[config.mk]
export PLATFORM = sky130hd
export DESIGN_NAME = decoder
export DESIGN_NICKNAME = d
export VERILOG_FILES = /design/src/rtl/decoder.sv
export SDC_FILE = /design/constraint.sdc
export NUM_CORES = 1
export LEC_CHECK = 0
export BUFFER_PORTS_ARGS = -buffer_cell sky130_fd_sc_hd__buf_4
export CORE_MARGIN = 1.5
export CORE_UTILIZATION = 48
export DETAILED_ROUTE_END_ITERATION = 8
export GPL_TIMING_DRIVEN = 0
export PLACE_DENSITY_LB_ADDON = 0.1
export SKIP_LAST_GASP = 1
export SYNTH_ARGS = -nofsm -noshare
export SYNTH_HDL_FRONTEND = slang
export SYNTH_SLANG_ARGS = --single-unit
export TNS_END_PERCENT = 5
[constraint.sdc]
create_clock -name clk -period 2.3 [get_ports clk]
set_input_delay 0.46 -clock clk [delete_from_list [all_inputs] [get_ports clk]]
set_output_delay 0.46 -clock clk [all_outputs]
set_load 0.05 [all_outputs]
[src/rtl/decoder.sv]
// Slicer/decoder for the 3-dimension orthogonal code: maps three signed samples to
// level indices, packs them into the data word and tracks delivery/clip statistics.
module decoder #(
  parameter int BITS_WIDTH   = 5,
  parameter int DIM0_WIDTH   = 2,
  parameter int DIM1_WIDTH   = 2,
  parameter int DIM2_WIDTH   = 1,
  parameter int SAMPLE_WIDTH = 8,
  parameter int STEP_LOG2    = 4,
  parameter int CNT_WIDTH    = 16
) (
  input  logic                           clk,
  input  logic                           rst,
  input  logic signed [SAMPLE_WIDTH-1:0] y0,
  input  logic signed [SAMPLE_WIDTH-1:0] y1,
  input  logic signed [SAMPLE_WIDTH-1:0] y2,
  input  logic                           in_valid,
  output logic                           in_ready,
  output logic [BITS_WIDTH-1:0]          data,
  output logic                           out_valid,
  input  logic                           out_ready,
  output logic                           clipped,
  input  logic                           cnt_clr,
  output logic [CNT_WIDTH-1:0]           sym_count,
  output logic [CNT_WIDTH-1:0]           clip_count
);

  localparam int RW0 = SAMPLE_WIDTH + DIM0_WIDTH + STEP_LOG2 + 2;
  localparam int RW1 = SAMPLE_WIDTH + DIM1_WIDTH + STEP_LOG2 + 2;
  localparam int RW2 = SAMPLE_WIDTH + DIM2_WIDTH + STEP_LOG2 + 2;

  // Offset M*S moves the lowest decision region to start at zero.
  localparam logic signed [RW0-1:0] OFF0 = RW0'(1'b1) << (DIM0_WIDTH + STEP_LOG2);
  localparam logic signed [RW1-1:0] OFF1 = RW1'(1'b1) << (DIM1_WIDTH + STEP_LOG2);
  localparam logic signed [RW2-1:0] OFF2 = RW2'(1'b1) << (DIM2_WIDTH + STEP_LOG2);
  localparam logic signed [RW0-1:0] MAX0 = (RW0'(1'b1) << DIM0_WIDTH) - RW0'(1'b1);
  localparam logic signed [RW1-1:0] MAX1 = (RW1'(1'b1) << DIM1_WIDTH) - RW1'(1'b1);
  localparam logic signed [RW2-1:0] MAX2 = (RW2'(1'b1) << DIM2_WIDTH) - RW2'(1'b1);
  localparam logic [CNT_WIDTH-1:0]  CNT_ONE = {{(CNT_WIDTH-1){1'b0}}, 1'b1};

  logic signed [RW0-1:0] y0_ext_s, raw0_s, raw0_r;
  logic signed [RW1-1:0] y1_ext_s, raw1_s, raw1_r;
  logic signed [RW2-1:0] y2_ext_s, raw2_s, raw2_r;
  logic                  v1_r;
  logic [DIM0_WIDTH-1:0] k0_s;
  logic [DIM1_WIDTH-1:0] k1_s;
  logic [DIM2_WIDTH-1:0] k2_s;
  logic                  clip0_s, clip1_s, clip2_s;
  logic                  adv_s;
  logic [BITS_WIDTH-1:0] data_r;
  logic                  out_valid_r, clipped_r;
  logic [CNT_WIDTH-1:0]  sym_count_r, clip_count_r;

  assign adv_s     = out_ready || !out_valid_r;
  assign in_ready  = adv_s && rst;
  assign data      = data_r;
  assign out_valid = out_valid_r;
  assign clipped   = clipped_r;
  assign sym_count = sym_count_r;
  assign clip_count = clip_count_r;

  // Raw index: arithmetic shift floors, so ties land on the higher index.
  always_comb begin
    y0_ext_s = {{(RW0-SAMPLE_WIDTH){y0[SAMPLE_WIDTH-1]}}, y0};
    y1_ext_s = {{(RW1-SAMPLE_WIDTH){y1[SAMPLE_WIDTH-1]}}, y1};
    y2_ext_s = {{(RW2-SAMPLE_WIDTH){y2[SAMPLE_WIDTH-1]}}, y2};
    raw0_s   = (y0_ext_s + OFF0) >>> (STEP_LOG2 + 1);
    raw1_s   = (y1_ext_s + OFF1) >>> (STEP_LOG2 + 1);
    raw2_s   = (y2_ext_s + OFF2) >>> (STEP_LOG2 + 1);
  end

  // Clamp each stage-1 raw index into [0, M-1] and flag out-of-range values.
  always_comb begin
    k0_s = '0; clip0_s = 1'b0;
    k1_s = '0; clip1_s = 1'b0;
    k2_s = '0; clip2_s = 1'b0;
    if (raw0_r[RW0-1]) begin
      k0_s = '0; clip0_s = 1'b1;
    end else if (raw0_r > MAX0) begin
      k0_s = '1; clip0_s = 1'b1;
    end else begin
      k0_s = raw0_r[DIM0_WIDTH-1:0]; clip0_s = 1'b0;
    end
    if (raw1_r[RW1-1]) begin
      k1_s = '0; clip1_s = 1'b1;
    end else if (raw1_r > MAX1) begin
      k1_s = '1; clip1_s = 1'b1;
    end else begin
      k1_s = raw1_r[DIM1_WIDTH-1:0]; clip1_s = 1'b0;
    end
    if (raw2_r[RW2-1]) begin
      k2_s = '0; clip2_s = 1'b1;
    end else if (raw2_r > MAX2) begin
      k2_s = '1; clip2_s = 1'b1;
    end else begin
      k2_s = raw2_r[DIM2_WIDTH-1:0]; clip2_s = 1'b0;
    end
  end

  // Two-stage pipeline; both stages move together only when the output can advance.
  always_ff @(posedge clk) begin
    if (!rst) begin
      v1_r        <= 1'b0;
      raw0_r      <= '0;
      raw1_r      <= '0;
      raw2_r      <= '0;
      out_valid_r <= 1'b0;
      data_r      <= '0;
      clipped_r   <= 1'b0;
    end else if (adv_s) begin
      v1_r        <= in_valid;
      raw0_r      <= raw0_s;
      raw1_r      <= raw1_s;
      raw2_r      <= raw2_s;
      out_valid_r <= v1_r;
      data_r      <= {k2_s, k1_s, k0_s};
      clipped_r   <= clip0_s || clip1_s || clip2_s;
    end else begin
      out_valid_r <= out_valid_r;
    end
  end

  // Delivery statistics: symbol count wraps, clip count saturates, clear has priority.
  always_ff @(posedge clk) begin
    if (!rst) begin
      sym_count_r  <= '0;
      clip_count_r <= '0;
    end else if (cnt_clr) begin
      sym_count_r  <= '0;
      clip_count_r <= '0;
    end else if (out_valid_r && out_ready) begin
      sym_count_r <= sym_count_r + CNT_ONE;
      if (clipped_r && !(&clip_count_r)) begin
        clip_count_r <= clip_count_r + CNT_ONE;
      end else begin
        clip_count_r <= clip_count_r;
      end
    end else begin
      sym_count_r <= sym_count_r;
    end
  end

endmodule

==> reports/summary.txt <==
status - completed
mapped cell area - 2402 µm²
final cell count without fillers - 409
CTS tree - yes
Multi-input gate area - 1286 µm²
worst relative slew slack - 0.4550
# port buffers - 52
Synth Net Count - 316
Die W - 73.75 µm
ant diodes - 0
largest net degree at the start of global routing - 17
maximum VDD drop - 438.9 µV
Core Area - 4786 µm²
Startpoint Class - flip-flop
initial antenna violation count - 0
# DRC - 0
DR pass1 iterations - 4
Syn Inst Count - 282
layout cell share with drive strength beyond 1 - 0.1930
dpl cell area - 2877 µm²
Routed Antenna Nets - 0
GR Overflow Total - 0
FF-to-FF setup slack - 0.28 ns
drt first-iter violations - 74
via count - 2203
clk_lat worst skew - 0.31 ns
pwr dens - 589.2 nW/µm²
Clock Path Buffers - 2
Final Hold Viols - 0
Util after Layout - 0.6246
Filler cells - 455
minimum clock period - 2.047 ns
CP max stage cell - dfxtp_1
post-synthesis sequential area ratio - 0.4333
cell family with most CP delay - buffers and inverters
crit-path cells - clkbuf_2 -> nand2b_1 -> clkbuf_2 -> and2_1 -> buf_4
CP Depth - 5
Starting Density - 0.5020
Final WS setup - 0.2534 ns
crit path DAT - 1.59 ns
RSZ-0062 raised after global routing - false
I/O pin cnt - 69
Worst Setup End Kind - output pin
detailed placement HPWL - 3.848 mm
Total GRT Usage - 0.2081
DP Worst Slack - 0.2371 ns
CTS Root Cell - clkbuf_8
Reg area - 1041 µm²
peak fanout along the critical path - 10
r2r worst-path depth - 5
Die Ht - 73.75 µm
Total Routed Length - 5.381 mm
Worst Hold Class - in2reg
first-pass GRT wire length - 8.838 mm
number of global-route vias before repair - 1946
CTS HTree Levels - 2
Worst EP required - 1.84 ns
overall power - 1.761 mW
crit-path most repeated cell - clkbuf_2
Max Freq - 488.6 MHz
Worst Path Buf+Inv - 3
Synth Register Bits - 52
count of clock tree sinks - 52
Synth cell types - 37
post-route cell area - 2989 µm²
clock-pin slew on the worst setup and hold paths - 0.10 ns
Setup TNS - 0 ns
Via-to-Cell Ratio - 5.386
Final Max Slew Viols - 0
Ys Warns - 0
CP Class - reg2out
final setup violating endpoints - 0
# rows - 25
leakage - 1.189 nW
cts hold-fix bufs - 0
delay of the slowest critical-path stage - 0.35 ns
launch point of the worst reg-to-reg path - clip_count[0]
Critical Path Source - out_valid
WL/cell - 13.16 µm
crit path to - in_ready
R2R Path End - clip_count[14]
nets@finish - 375
Mapped Avg Cell Area - 8.519 µm²
# placed instances - 401
CTS buffer count - 5
max_cap viols - 0
Min Hold Slack - 0.4018 ns
die area - 5438 µm²
GP Congestion - 0.7621
worst slew pin tran - 0.8113 ns
Area Growth Syn to Fin - 24.43%
Final period util - 0.8898
clock skew - 0.006235 ns
==> how the worst min path moves through the flow <==
stage / start / slack (ns) / cells past startpoint / to
detailed placement: raw0_r[0] / 0.47 / 2 / raw0_r[0]
CTS: y1[5] / 0.40 / 3 / raw1_r[0]
global route: y0[6] / 0.42 / 3 / raw0_r[1]
finish: y1[5] / 0.40 / 3 / raw1_r[0]
global placement: v1_r / 0.45 / 2 / v1_r
floorplan: v1_r / 0.44 / 1 / out_valid
==> report_power, final <==
group | leakage, nW | internal, mW | switching (mW) | total (mW)
Clock | 0.0541 | 0.322 | 0.312 | 0.635
Combinational | 0.711 | 0.0692 | 0.110 | 0.180
Sequential | 0.424 | 0.927 | 0.0197 | 0.947
Total | 1.19 | 1.32 | 0.442 | 1.76
==> cell families after synthesis <==
kind of cell               share of synthesized area
DFF                                           0.4333
xor gates and xnor gates                     0.04010
muxes                                        0.02500
adders and majority gates                    0.02604
and+or+nand+nor                               0.2760
AOI/OAI and AO/OA                             0.1682
buffers and inverters                        0.03125
==> sequential cells by signal, indices dropped and copies added (netlist names) <==
name        cells
raw0_r          4
clip_count     16
raw1_r          4
raw2_r          4
out_valid       1
sym_count      16
data            5
clipped         1
v1_r            1
==> per-layer routing <==
metal | part of all wire | GRT usage | routed length [µm] | vias up
met2 | 0.45 | 0.3223 | 2407 | 44
met1 | 0.50 | 0.2819 | 2668 | 1010
met5 | 0 | 0 | 0 | -
li1 | - | - | - | 1142
met3 | 0.043 | 0.05213 | 230 | 7
met4 | 0.014 | 0.06996 | 76 | 0
==> final cells by class <==
class | count | area share
Clock inverter | 3 | 0.01423
Tap cell | 67 | 0.02805
Clock buffer | 5 | 0.02302
Buffer | 13 | 0.01800
Sequential cell | 52 | 0.3483
Multi-Input combinational cell | 211 | 0.4303
Inverter | 6 | 0.007535
Timing Repair Buffer | 52 | 0.1306
==> worst min-delay path: stages <==
cell and delay (ns):
buf_4 0.11, nand2_1 0.04, a21boi_0 0.06
==> what timing repair did <==
action,CTS,global route
setup endpoints to repair,0,1
setup buffers,0,0
resized for setup,0,2
==> synthesized netlist by cell type (all sizes together) <==
cell type  number  share of area
dfxtp          52           0.43
or4             5          0.016
mux2i           6          0.025
o41ai           2         0.0073
o311ai          1         0.0036
ha              5          0.026
a31oi           1         0.0026
a211o           1         0.0036
xnor2           5          0.018
or3            10          0.026
a211oi          3         0.0094
a21oi          20          0.042
clkbuf         13          0.022
o31ai           3         0.0094
a21boi          7          0.022
xor2            6          0.022
inv             6         0.0094
o211a           7          0.029
nor2b           7          0.018
nand2          40          0.062
a2111o          2         0.0094
nand4          10          0.029
and4            3          0.011
and2            1         0.0026
or2             1         0.0026
a311o           1         0.0042
and3            5          0.013
o21a            1         0.0031
a41o            1         0.0042
nand3          13          0.027
nor2           16          0.025
nand2b          6          0.016
o21ai           9          0.019
nor4            2         0.0052
nor3           11          0.023
==> layout by cell type, fill, tap and decap left out, types with 9 or more instances in the layout <==
master	instances
clkbuf_1	9
dfxtp_1	52
buf_4	52
a21oi_1	20
nor3_1	11
nand4_1	9
nand3_1	13
nand2_1	40
nor2_1	16
o21ai_0	9
or3_1	10
Note: power is estimated with default switching activity, not from simulation.
